$ cat src/rtl/mem_pkg.sv
`default_nettype none
// ============================================================================
// mem_pkg : shared types and constants for the mem_ctrl memory front end
// Rev 1.0
// ============================================================================
package mem_pkg;

    typedef enum logic [1:0] {
        IDLE  = 2'd0,
        ISSUE = 2'd1,
        WAIT  = 2'd2,
        RESP  = 2'd3
    } state_t;

    localparam logic [1:0]  SIZE_BYTE         = 2'd1;
    localparam logic [1:0]  SIZE_WORD         = 2'd2;
    localparam logic [15:0] RAM_LIMIT_DEFAULT = 16'h0800;

    // Byte reads keep the low byte and optionally sign-extend it.
    function automatic logic [15:0] format_read(input logic [1:0]  size,
                                                input logic        sign_ext,
                                                input logic [15:0] raw);
        if (size == SIZE_WORD) begin
            return raw;
        end
        return {{8{sign_ext & raw[7]}}, raw[7:0]};
    endfunction

endpackage
`default_nettype wire

$ cat src/rtl/mem_rr_arb.sv
`default_nettype none
// ============================================================================
// mem_rr_arb : two-way round-robin arbiter, bit 0 = fetch, bit 1 = data
// Rev 1.0
// ============================================================================
module mem_rr_arb #(
    parameter bit FETCH_FIRST = 1'b1
) (
    input  logic       clk,
    input  logic       rst,
    input  logic [1:0] req,
    input  logic       advance,
    output logic [1:0] grant
);

    logic r_last_fetch;

    always_comb begin
        grant = req;
        if (req == 2'b11) begin
            grant = r_last_fetch ? 2'b10 : 2'b01;
        end
    end

    always_ff @(posedge clk) begin
        if (rst) begin
            r_last_fetch <= !FETCH_FIRST;
        end else if (advance && (grant != 2'b00)) begin
            r_last_fetch <= grant[0];
        end
    end

endmodule
`default_nettype wire

$ cat src/rtl/mem_ctrl.sv
`default_nettype none
// ============================================================================
// mem_ctrl : arbitrates fetch and data ports onto a single RAM stage
// Rev 1.0
// ============================================================================
module mem_ctrl
    import mem_pkg::*;
#(
    parameter logic [15:0] RAM_LIMIT   = RAM_LIMIT_DEFAULT,
    parameter int          FETCH_FIRST = 1
) (
    input  logic        I_clk,
    input  logic        I_reset,
    input  logic        I_f_req,
    input  logic [15:0] I_f_addr,
    output logic        O_f_ack,
    output logic [15:0] O_f_data,
    output logic        O_f_err,
    input  logic        I_d_req,
    input  logic        I_d_write,
    input  logic [1:0]  I_d_size,
    input  logic        I_d_signed,
    input  logic [15:0] I_d_addr,
    input  logic [15:0] I_d_wdata,
    output logic        O_d_ack,
    output logic [15:0] O_d_data,
    output logic        O_d_err,
    output logic        O_ram_enable,
    output logic        O_ram_write,
    output logic [1:0]  O_ram_size,
    output logic [15:0] O_ram_addr,
    output logic [15:0] O_ram_data,
    input  logic [15:0] I_ram_data
);

    state_t      r_state;
    logic        r_sel_data;
    logic        r_write;
    logic        r_signed;
    logic [1:0]  r_size;

    logic [1:0]  w_grant;
    logic        w_sel_data;
    logic [15:0] w_addr;
    logic [1:0]  w_size;
    logic        w_write;
    logic        w_signed;
    logic        w_valid;

    mem_rr_arb #(
        .FETCH_FIRST (FETCH_FIRST != 0)
    ) u_arb (
        .clk     (I_clk),
        .rst     (I_reset),
        .req     ({I_d_req, I_f_req}),
        .advance (r_state == IDLE),
        .grant   (w_grant)
    );

    // Fetches are always word reads; data sizes other than word collapse to byte.
    assign w_sel_data = w_grant[1];
    assign w_addr     = w_sel_data ? I_d_addr : I_f_addr;
    assign w_size     = (w_sel_data && (I_d_size != SIZE_WORD)) ? SIZE_BYTE : SIZE_WORD;
    assign w_write    = w_sel_data & I_d_write;
    assign w_signed   = w_sel_data & I_d_signed;
    assign w_valid    = (w_addr < RAM_LIMIT);

    always_ff @(posedge I_clk) begin
        if (I_reset) begin
            r_state      <= IDLE;
            r_sel_data   <= 1'b0;
            r_write      <= 1'b0;
            r_signed     <= 1'b0;
            r_size       <= 2'd0;
            O_f_ack      <= 1'b0;
            O_f_data     <= 16'h0000;
            O_f_err      <= 1'b0;
            O_d_ack      <= 1'b0;
            O_d_data     <= 16'h0000;
            O_d_err      <= 1'b0;
            O_ram_enable <= 1'b0;
            O_ram_write  <= 1'b0;
            O_ram_size   <= 2'd0;
            O_ram_addr   <= 16'h0000;
            O_ram_data   <= 16'h0000;
        end else begin
            case (r_state)
                IDLE: begin
                    if (w_grant != 2'b00) begin
                        r_sel_data <= w_sel_data;
                        r_size     <= w_size;
                        r_write    <= w_write;
                        r_signed   <= w_signed;
                        if (w_valid) begin
                            r_state      <= ISSUE;
                            O_ram_enable <= 1'b1;
                            O_ram_write  <= w_write;
                            O_ram_size   <= w_size;
                            O_ram_addr   <= w_addr;
                            O_ram_data   <= w_write ? I_d_wdata : 16'h0000;
                        end else begin
                            // Out-of-range access answers immediately, RAM untouched.
                            r_state  <= RESP;
                            O_f_ack  <= !w_sel_data;
                            O_f_err  <= !w_sel_data;
                            O_d_ack  <= w_sel_data;
                            O_d_err  <= w_sel_data;
                            O_f_data <= 16'h0000;
                            O_d_data <= 16'h0000;
                        end
                    end
                end
                ISSUE: begin
                    O_ram_enable <= 1'b0;
                    O_ram_write  <= 1'b0;
                    r_state      <= WAIT;
                end
                WAIT: begin
                    if (r_sel_data) begin
                        O_d_ack  <= 1'b1;
                        O_d_data <= r_write ? 16'h0000
                                            : format_read(r_size, r_signed, I_ram_data);
                    end else begin
                        O_f_ack  <= 1'b1;
                        O_f_data <= I_ram_data;
                    end
                    r_state <= RESP;
                end
                RESP: begin
                    O_f_ack  <= 1'b0;
                    O_f_err  <= 1'b0;
                    O_f_data <= 16'h0000;
                    O_d_ack  <= 1'b0;
                    O_d_err  <= 1'b0;
                    O_d_data <= 16'h0000;
                    r_state  <= IDLE;
                end
                default: r_state <= IDLE;
            endcase
        end
    end

endmodule
`default_nettype wire

$ cat config.mk
export PLATFORM = sky130hd
export DESIGN_NAME = mem_ctrl
export DESIGN_NICKNAME = d
export VERILOG_FILES = /design/src/rtl/mem_pkg.sv /design/src/rtl/mem_rr_arb.sv /design/src/rtl/mem_ctrl.sv
export SDC_FILE = /design/constraint.sdc
export NUM_CORES = 1
export LEC_CHECK = 0
export CAP_MARGIN = 20
export CORE_MARGIN = 4
export CORE_UTILIZATION = 43
export DETAILED_ROUTE_END_ITERATION = 12
export PLACE_DENSITY = 0.89
export SYNTH_ARGS = -nofsm -noshare
export SYNTH_HDL_FRONTEND = slang
export SYNTH_SLANG_ARGS = --single-unit
$ cat constraint.sdc
create_clock -name I_clk -period 2.5 [get_ports I_clk]
set_clock_uncertainty 0.15 [all_clocks]
set_input_delay 0.5 -clock I_clk [delete_from_list [all_inputs] [get_ports I_clk]]
set_output_delay 0.5 -clock I_clk [all_outputs]
set_load 0.1 [all_outputs]
Word-level counts from Yosys, hierarchy flattened. Cells that the tools add are included. Widths: inputs -> output; s select.

Bitwise gates (word level): 3. Equal/unequal tests: 11. $lt $le $gt $ge: 1. Mux-type cells: 37. Reduce and logical (&&, ||, !) cells: 14.

Operators by type and width (number): $mux 16 (9); $pmux 16 s3 (2); $lt 16x12->1 const B (1); $mux 1 (14); $ne 2x2->1 const B (6); $mux 2 (5); $reduce_and 3->1 (3); $eq 2x2->1 const B (4); $pmux 1 s2 (4); $pmux 2 s4 (1); $reduce_and 4->1 (2); $pmux 1 s3 (2); $reduce_bool 2->1 (3); $and 1x1->1 (3); $reduce_bool 3->1 (1); $eq 2x1->1 const B (1); $logic_and 1x1->1 (2); $logic_not 2->1 (1); $reduce_and 2->1 (1); $logic_not 1->1 (1).

Output and inout bits: 72. Logic and storage cells: 83. Bits of input ports: 72. Bits in registers: 80.

Depth between registers and ports, before layout. Gate-level depths: netlist of run 1.

Depth in word-level cells: 9. Depth in mapped cells: 9.

Cells and area by module. A second synthesis of run 1 with hierarchy kept.

Cells, all modules: 361. Area, all modules: 3419.5 um2.

Modules (own cells, without submodules): mem_ctrl (cells each 354, instances 1, area each 3354.5 um2, sequential area each 1581.5 um2); mem_rr_arb (cells each 7, instances 1, area each 65.1 um2, sequential area each 20.0 um2).

Worst setup path before layout of run 1. Ideal clock, no wire load.

Path type: register to register. Start point: register r_state[1]. End point: register O_d_data[10]. Slack: 0.496 ns. Period minus slack after synthesis: 2.004 ns. Required time: 2.278 ns. Data arrival time: 1.782 ns. Stages on the path, launching flop included: 9. Path through: dfxtp_1 -> inv_1 -> ha_1 -> nor3b_2 -> nor2_1 -> o221ai_2 -> nor2_4 -> buf_6 -> mux2i_1.

Longest elaborated chain between the ends: 3. Elaborated cells on any way between the ends: 9.

RTL lines: from (decl) (RTL line mem_ctrl.sv:36) `state_t r_state;`; from (signal assigned) (RTL line mem_ctrl.sv:70) `r_state <= IDLE;`; from (signal assigned) (RTL line mem_ctrl.sv:95) `r_state <= ISSUE;`; from (signal assigned) (RTL line mem_ctrl.sv:103) `r_state <= RESP;`; $eq 2x2->1 or $logic_not 2->1 (tied branches) (RTL line mem_ctrl.sv:87) `case (r_state)`; $ne 2x2->1 (no source line) or $reduce_bool 3->1 (tied branches); $reduce_and 4->1 (no source line); to (signal assigned) (RTL line mem_ctrl.sv:121) `O_d_data <= r_write ? 16'h0000`; to (decl) (RTL line mem_ctrl.sv:26) `output logic [15:0] O_d_data,`.

Parallel ways exist; a longest one is shown, timed or not. A chain may end at the register's enable or synchronous reset.

Worst setup path in the final report of run 1.
Start point: input I_f_addr[13]. End point: register O_ram_data[12].

Longest elaborated chain between the ends: 3.

RTL lines: from (decl) (RTL line mem_ctrl.sv:15) `input logic [15:0] I_f_addr,`; $mux 16 (RTL line mem_ctrl.sv:62) `assign w_addr = w_sel_data ? I_d_addr : I_f_addr;`; $lt 16x12->1 (RTL line mem_ctrl.sv:66) `assign w_valid = (w_addr < RAM_LIMIT);`; $reduce_and 3->1 (no source line); to (signal assigned) (RTL line mem_ctrl.sv:100) `O_ram_data <= w_write ? I_d_wdata : 16'h0000;`; to (decl) (RTL line mem_ctrl.sv:32) `output logic [15:0] O_ram_data,`.

Every way passes these cells.

==> impl_metrics.toml, run 1 <==
[pwr]
leakage_nw = 2.083
peakVddDrop_v = 0.0003375
power_density_nw_per_um2 = 813.8
totalPowerFinal_mw = 4.211

[sta]
rsz0062_at_grt = "false"
hold_violations = 0
fmax_ghz = 0.4462
tightest_slew_ns = 0.5787
finalCritPeriodShare_pct = 89.64
setup_viol = 0
maxSlewViolCount = 0
fin_crit_ns = 2.241
max_slew_margin_pct = 61.42
worst_slack_ns = 0.2589
setup_tns_ns = 0
hold_ws_ns = 0.3129

[finish]
drive_gt1_share_pct = 23.34
fin_area_um2 = 5175
areaGrowthSynthToFinish_pct = 46.30
fin_util_pct = 65.94
nets = 629
n_antenna_cell = 0
instances_no_fill = 659

[floorplanning]
placementRows = 32
start_util_pct = 45.07
core_area_um2 = 7848
die_area_um2 = 9741
die_x_um = 98.70
num_io_pins = 144
die_h_um = 98.70

[yosys]
synth_largest_area_cell = "dfxtp_1"
ys_top_cells_by_area = "dfxtp_1, nand2b_1, o21ai_0, mux2i_1, nand3_1"
async_flop_share_pct = 0
seq_area_frac_synth_pct = 45.28
synth_common_cells = "dfxtp_1, o21ai_0, nand2b_1, nand3_1, nand2_1"
ys.warnings.count = 0
syn_area_um2 = 3537
synth-seq-cells = 80
yosys_most_used_dff = "dfxtp_1"
syn_avg_cell_area_um2 = 8.821
ys_types = 44
yosys.area.top_type_share_pct = 45.28
syn_inst = 401
synth_edf_count = 0
syn-num-nets = 478
synth_most_common_cell = "dfxtp_1"

[critical_path]
reg2regPathDepth = 9
cp.arrival_ns = 2.36
crit_chain = "clkdlybuf4s50_1 -> nor4_2 -> nand2_1 -> o22ai_4 -> buf_4 -> nand3_1 -> o21ai_0"
r2r-start = "r_state[0]$_SDFFE_PP0P_"
max_stage_delay_ns = 0.42
crit_path_top_delay_cell = "clkdlybuf4s50_1"
critPathRequiredTime_ns = 2.62
crit_path_start_kind = "primary input"
path_class = "primary input to flip-flop"
endpoint_kind = "flip-flop"
crit_fanout = 31
r2r_setup_slack_ns = 0.28
reg2reg_to = "O_ram_data[12]$_SDFFE_PP0P_"

[drt]
dr.pass1.iters = 5
drcViolationCount = 0
wire_per_inst_um = 15.88
antenna_left = 0
routed_wl_mm = 10.47
vias = 3576
drt_iter0_drc = 172
route.detailed.vias_per_inst = 5.426

[clock_network]
clock_sinks = 80
cts_max_level = 3
cts_hold_buffers = 0
cts_buffers = 9
insertion_delay_ns = 0.35
cts_resized = 0
clk_path_buf_depth = 2
root_buffer = "clkbuf_8"
clkTransAtPathRegs_ns = 0.08
cts_tree = "built"

[min_path]
worstHoldStart = "O_ram_addr[12]$_SDFFE_PP0P_"
hp-class = "flip-flop to flip-flop"
min_path_cells = 1
min_to = "O_ram_addr[12]$_SDFFE_PP0P_"

[global_routing]
grt_pass1_vias = 3464
grt.overflow.total = 0
antenna_found_initial = 0
grt_max_degree = 32
grt_usage_pct = 20.94
grt_first_pass_wirelength_mm = 17.01

[place]
gp_congestion = 0.8370
place_inst = 641
port_buffers = 143
dp_hpwl_mm = 7.832
pre_cts_ws_ns = -0.1268
placed_cell_area_um2 = 4942

[status]
status = "finished clean"

[run]
maxCapViolations = 0
## registers in the layout, indices dropped and copies added (netlist names), 2 cells and up
name / count
O_ram_addr: 16
O_d_data: 16
O_ram_size: 2
r_size: 2
O_ram_data: 16
O_f_data: 16
r_state: 2
## layout by cell type, fill, tap and decap left out, types with 2 or more instances in the layout
master | netlist | layout
buf_4 | 2 | 97
dfxtp_1 | 80 | 80
clkdlybuf4s50_1 | 0 | 70
o21ai_0 | 42 | 42
nand2b_1 | 36 | 36
nand3_1 | 29 | 29
nand2_1 | 27 | 27
a21oi_1 | 26 | 26
nor2_1 | 22 | 22
nand4_1 | 18 | 18
mux2i_1 | 16 | 16
a311oi_1 | 12 | 12
clkbuf_8 | 0 | 10
and3_1 | 8 | 8
inv_1 | 7 | 7
and2_1 | 6 | 6
o21ai_1 | 5 | 5
ha_1 | 5 | 5
a211oi_1 | 3 | 3
o21a_1 | 2 | 2
nor3b_2 | 2 | 2
nor3_1 | 2 | 2
nor3b_1 | 2 | 2
o211ai_1 | 2 | 2
nor2b_1 | 2 | 2
clkinvlp_4 | 0 | 2
buf_12 | 0 | 2
## per-layer routing
layer  vias up  track usage (%)  share of wire [%]
met1      1661            26.58                 43
li1       1724                -                  -
met4         0            7.668                1.7
met5         -                0                  0
met2       176            33.59                 46
met3        15            6.440                9.7
## final cells by class
class,count,area (µm²)
clock inverters,6,67.56
well taps,102,127.6
clock buffers,10,137.6
flip-flops and latches,80,1602
repair buffers,170,1474
multi-input cells,284,1740
inverters,7,26.28
fillers,634,2673
## cell families (layout without fill, tap and decap cells)
| family | count (synthesis) | in the layout | share of synthesized area (%) |
|---|---|---|---|
| and+or+nand+nor | 161 | 161 | 24.97 |
| muxes | 16 | 16 | 4.528 |
| AOI/OAI and AO/OA | 102 | 102 | 17.72 |
| DFF | 80 | 80 | 45.28 |
| buffers and inverters | 37 | 193 | 5.730 |
| adders and majority gates | 5 | 5 | 1.769 |
## how the worst max path moves through the flow
stage / endpoint / from
2_1_floorplan: O_d_data[10]$_SDFFE_PP0P_ / r_state[1]$_SDFFE_PP0P_
3_3_place_gp: O_d_ack$_SDFFE_PP0P_ / I_f_addr[13]
3_5_place_dp: O_d_ack$_SDFFE_PP0P_ / I_f_addr[13]
4_1_cts: O_d_data[7]$_SDFFE_PP0P_ / r_state[1]$_SDFFE_PP0P_
5_1_grt: O_ram_data[8]$_SDFFE_PP0P_ / I_f_addr[13]
6_report: O_ram_data[12]$_SDFFE_PP0P_ / I_f_addr[13]
## critical path: cells and delay by family
kind,cells,cell delay [ns]
buf+inv,2,0.74
compound gates,2,0.38
simple gates,3,0.74
## power by group
| part | internal, mW | switching (mW) |
|---|---|---|
| combinational | 0.589 | 1.18 |
| clock | 0.492 | 0.490 |
| sequential | 1.38 | 0.0814 |
| total | 2.46 | 1.75 |
## what timing repair did
action,4_1_cts,5_1_grt
endpoints found under the hold margin,0,0
setup buffers,0,2
setup endpoints to repair,0,17
(Power assumes the default switching activity.)
==> inputs of run 2 (changes only) <==
- ABC_AREA: unset -> 1
- CAP_MARGIN: 20 -> 5
- CORE_UTILIZATION: 43 -> 45
- PLACE_DENSITY: 0.89 -> 0.9
==> run 2 against run 1 <==
Wire length rose by 1.0%. Global-route usage fell by 0.49 points. First-iteration DRC count fell by 28%. Critical endpoint is now O_d_data[6]$_SDFFE_PP0P_. Largest cell class unchanged. Largest power group unchanged.
==> impl_metrics.toml, run 2 <==
[drt]
route.detailed.vias_per_inst = 4.769
wire_per_inst_um = 12.60
antenna_left = 0
drcViolationCount = 0
drt_iter0_drc = 123
dr.pass1.iters = 4
vias = 4001
routed_wl_mm = 10.57

[sta]
max_slew_margin_pct = 71.11
finalCritPeriodShare_pct = 87.45
hold_violations = 0
worst_slack_ns = 0.3137
setup_tns_ns = 0
hold_ws_ns = 0.2948
rsz0062_at_grt = "false"
maxSlewViolCount = 0
tightest_slew_ns = 0.4333
setup_viol = 0
fmax_ghz = 0.4574
fin_crit_ns = 2.186

[floorplanning]
die_x_um = 100.5
start_util_pct = 46.61
placementRows = 33
core_area_um2 = 8258
die_area_um2 = 10100
die_h_um = 100.5
num_io_pins = 144

[critical_path]
crit_path_top_delay_cell = "clkdlybuf4s50_1"
path_class = "primary input to flip-flop"
path_delay_family = "simple AND/OR/NAND/NOR gates"
crit_path_start_kind = "primary input"
crit_buf_inv = 2
reg2reg_to = "O_d_data[1]$_SDFFE_PP0P_"
cp.arrival_ns = 2.32
crit_top_cell = "nand2_1"
endpoint_kind = "flip-flop"
crit_chain = "clkdlybuf4s50_1 -> nand2_2 -> nand2_4 -> nand2_1 -> nand2_1 -> nand2_1 -> nor2_4 -> nand3_4 -> buf_4 -> nand4_1 -> nand2_1 -> nor2_1"
r2r-start = "r_state[1]$_SDFFE_PP0P_"
crit_fanout = 18
max_stage_delay_ns = 0.50
r2r_setup_slack_ns = 0.33
critPathRequiredTime_ns = 2.63
reg2regPathDepth = 9

[min_path]
hp-class = "flip-flop to flip-flop"
min_path_cells = 2
worstHoldStart = "O_ram_addr[14]$_SDFFE_PP0P_"
min_to = "O_ram_addr[14]$_SDFFE_PP0P_"

[clock_network]
cts_hold_buffers = 0
clk_path_buf_depth = 2
cts_max_level = 3
insertion_delay_ns = 0.34
cts_resized = 0
cts_tree = "built"
cts_buffers = 9
root_buffer = "clkbuf_8"
post-cts-setup-buffers = 0
clkTransAtPathRegs_ns = 0.08
clock_sinks = 80

[pwr]
switching_share_pct = 50.88
internal_power_mw = 2.870
combPwrFrac_pct = 53.7
clkPwrFrac_pct = 18.2
seqPwrFrac_pct = 28.1
leakage_nw = 2.680
totalPowerFinal_mw = 5.844
p_sw_mw = 2.973
power_density_nw_per_um2 = 1070
peakVddDrop_v = 0.0004576

[finish]
fillCellCount = 727
layout_commonest_cell = "nand2_1"
instances_no_fill = 839
fin_util_pct = 66.15
fin_area_um2 = 5463
drive_gt1_share_pct = 15.80
nets = 806
regArea_um2 = 1602
final_cell_mix = "nand2_1, buf_4, inv_1"
n_antenna_cell = 0
multi_input_area_um2 = 1758
areaGrowthSynthToFinish_pct = 41.94

[yosys]
syn_inst = 588
syn-num-nets = 665
seq_area_frac_synth_pct = 41.61
synth_common_cells = "nand2_1, inv_1, dfxtp_1, nor2_1, a21oi_1"
async_flop_share_pct = 0
ys.warnings.count = 0
yosys.area.top_type_share_pct = 41.61
synth_most_common_cell = "nand2_1"
ys_types = 28
syn_avg_cell_area_um2 = 6.545
synth_largest_area_cell = "dfxtp_1"
yosys_most_used_dff = "dfxtp_1"
syn_area_um2 = 3849
ys_top_cells_by_area = "dfxtp_1, nand2_1, inv_1, nor2_1, a21oi_1"
synth-seq-cells = 80
synth_edf_count = 0

[global_routing]
grt.overflow.total = 0
grt_first_pass_wirelength_mm = 16.66
antenna_found_initial = 0
grt_max_degree = 43
grt_usage_pct = 20.45
grt_pass1_vias = 3756

[place]
dp_hpwl_mm = 8.002
placed_cell_area_um2 = 5244
place_inst = 823
gp_congestion = 0.8438
pre_cts_ws_ns = -0.04172
port_buffers = 143

[run]
maxCapViolations = 0

[status]
status = "finished clean"
==> run 2: cells by family (layout without fill, tap and decap cells) <==
family / count (synthesis) / in the layout / share of synthesized area, %
simple gates: 326 / 326 / 36.12
buf+inv: 118 / 264 / 12.71
flops: 80 / 80 / 41.61
compound gates: 59 / 59 / 7.932
fa+ha+maj: 5 / 5 / 1.625
==> run 2: power groups by stage <==
stage                     registers (mW)  logic, mW  clock network, mW
after floorplan                     3.06       1.04                  0
after global placement              1.66       3.08                  0
after detailed placement            1.67       3.14                  0
after CTS                           1.64       3.15               1.08
after global routing                1.67       3.36               1.14
final                               1.64       3.14               1.06
==> run 2: per-layer routing <==
layer	vias to the layer above	global-route usage [%]	part of all wire, %
met2	164	34.56	49
met3	14	7.405	10
met1	1744	23.67	40
li1	2079	-	-
met4	0	7.668	1.6
met5	-	0	0
==> run 2: tightest hold or removal path: cells and delay by family (launching register included) <==
family	cells	cell delay (ns)
simple gates	2	0.10
flops	1	0.32
==> run 2: worst max-delay path by stage <==
stage | startpoint | end | cells past startpoint
finish | I_f_req | O_d_data[6]$_SDFFE_PP0P_ | 12
global route | r_state[1]$_SDFFE_PP0P_ | O_d_data[3]$_SDFFE_PP0P_ | 9
CTS | r_state[1]$_SDFFE_PP0P_ | O_d_data[1]$_SDFFE_PP0P_ | 9
detailed placement | I_f_req | O_d_data[9]$_SDFFE_PP0P_ | 12
global placement | I_f_req | O_f_data[15]$_SDFFE_PP0P_ | 13
floorplan | r_state[0]$_SDFFE_PP0P_ | O_d_ack$_SDFFE_PP0P_ | 9
==> run 2: area by class of cell <==
class / count / share of cell area [%]
well taps: 105 / 2.405
repair buffers: 161 / 26.07
multi-input cells: 390 / 32.18
clock inverters: 6 / 1.672
flip-flops and latches: 80 / 29.32
inverters: 87 / 6.024
clock buffers: 10 / 2.336
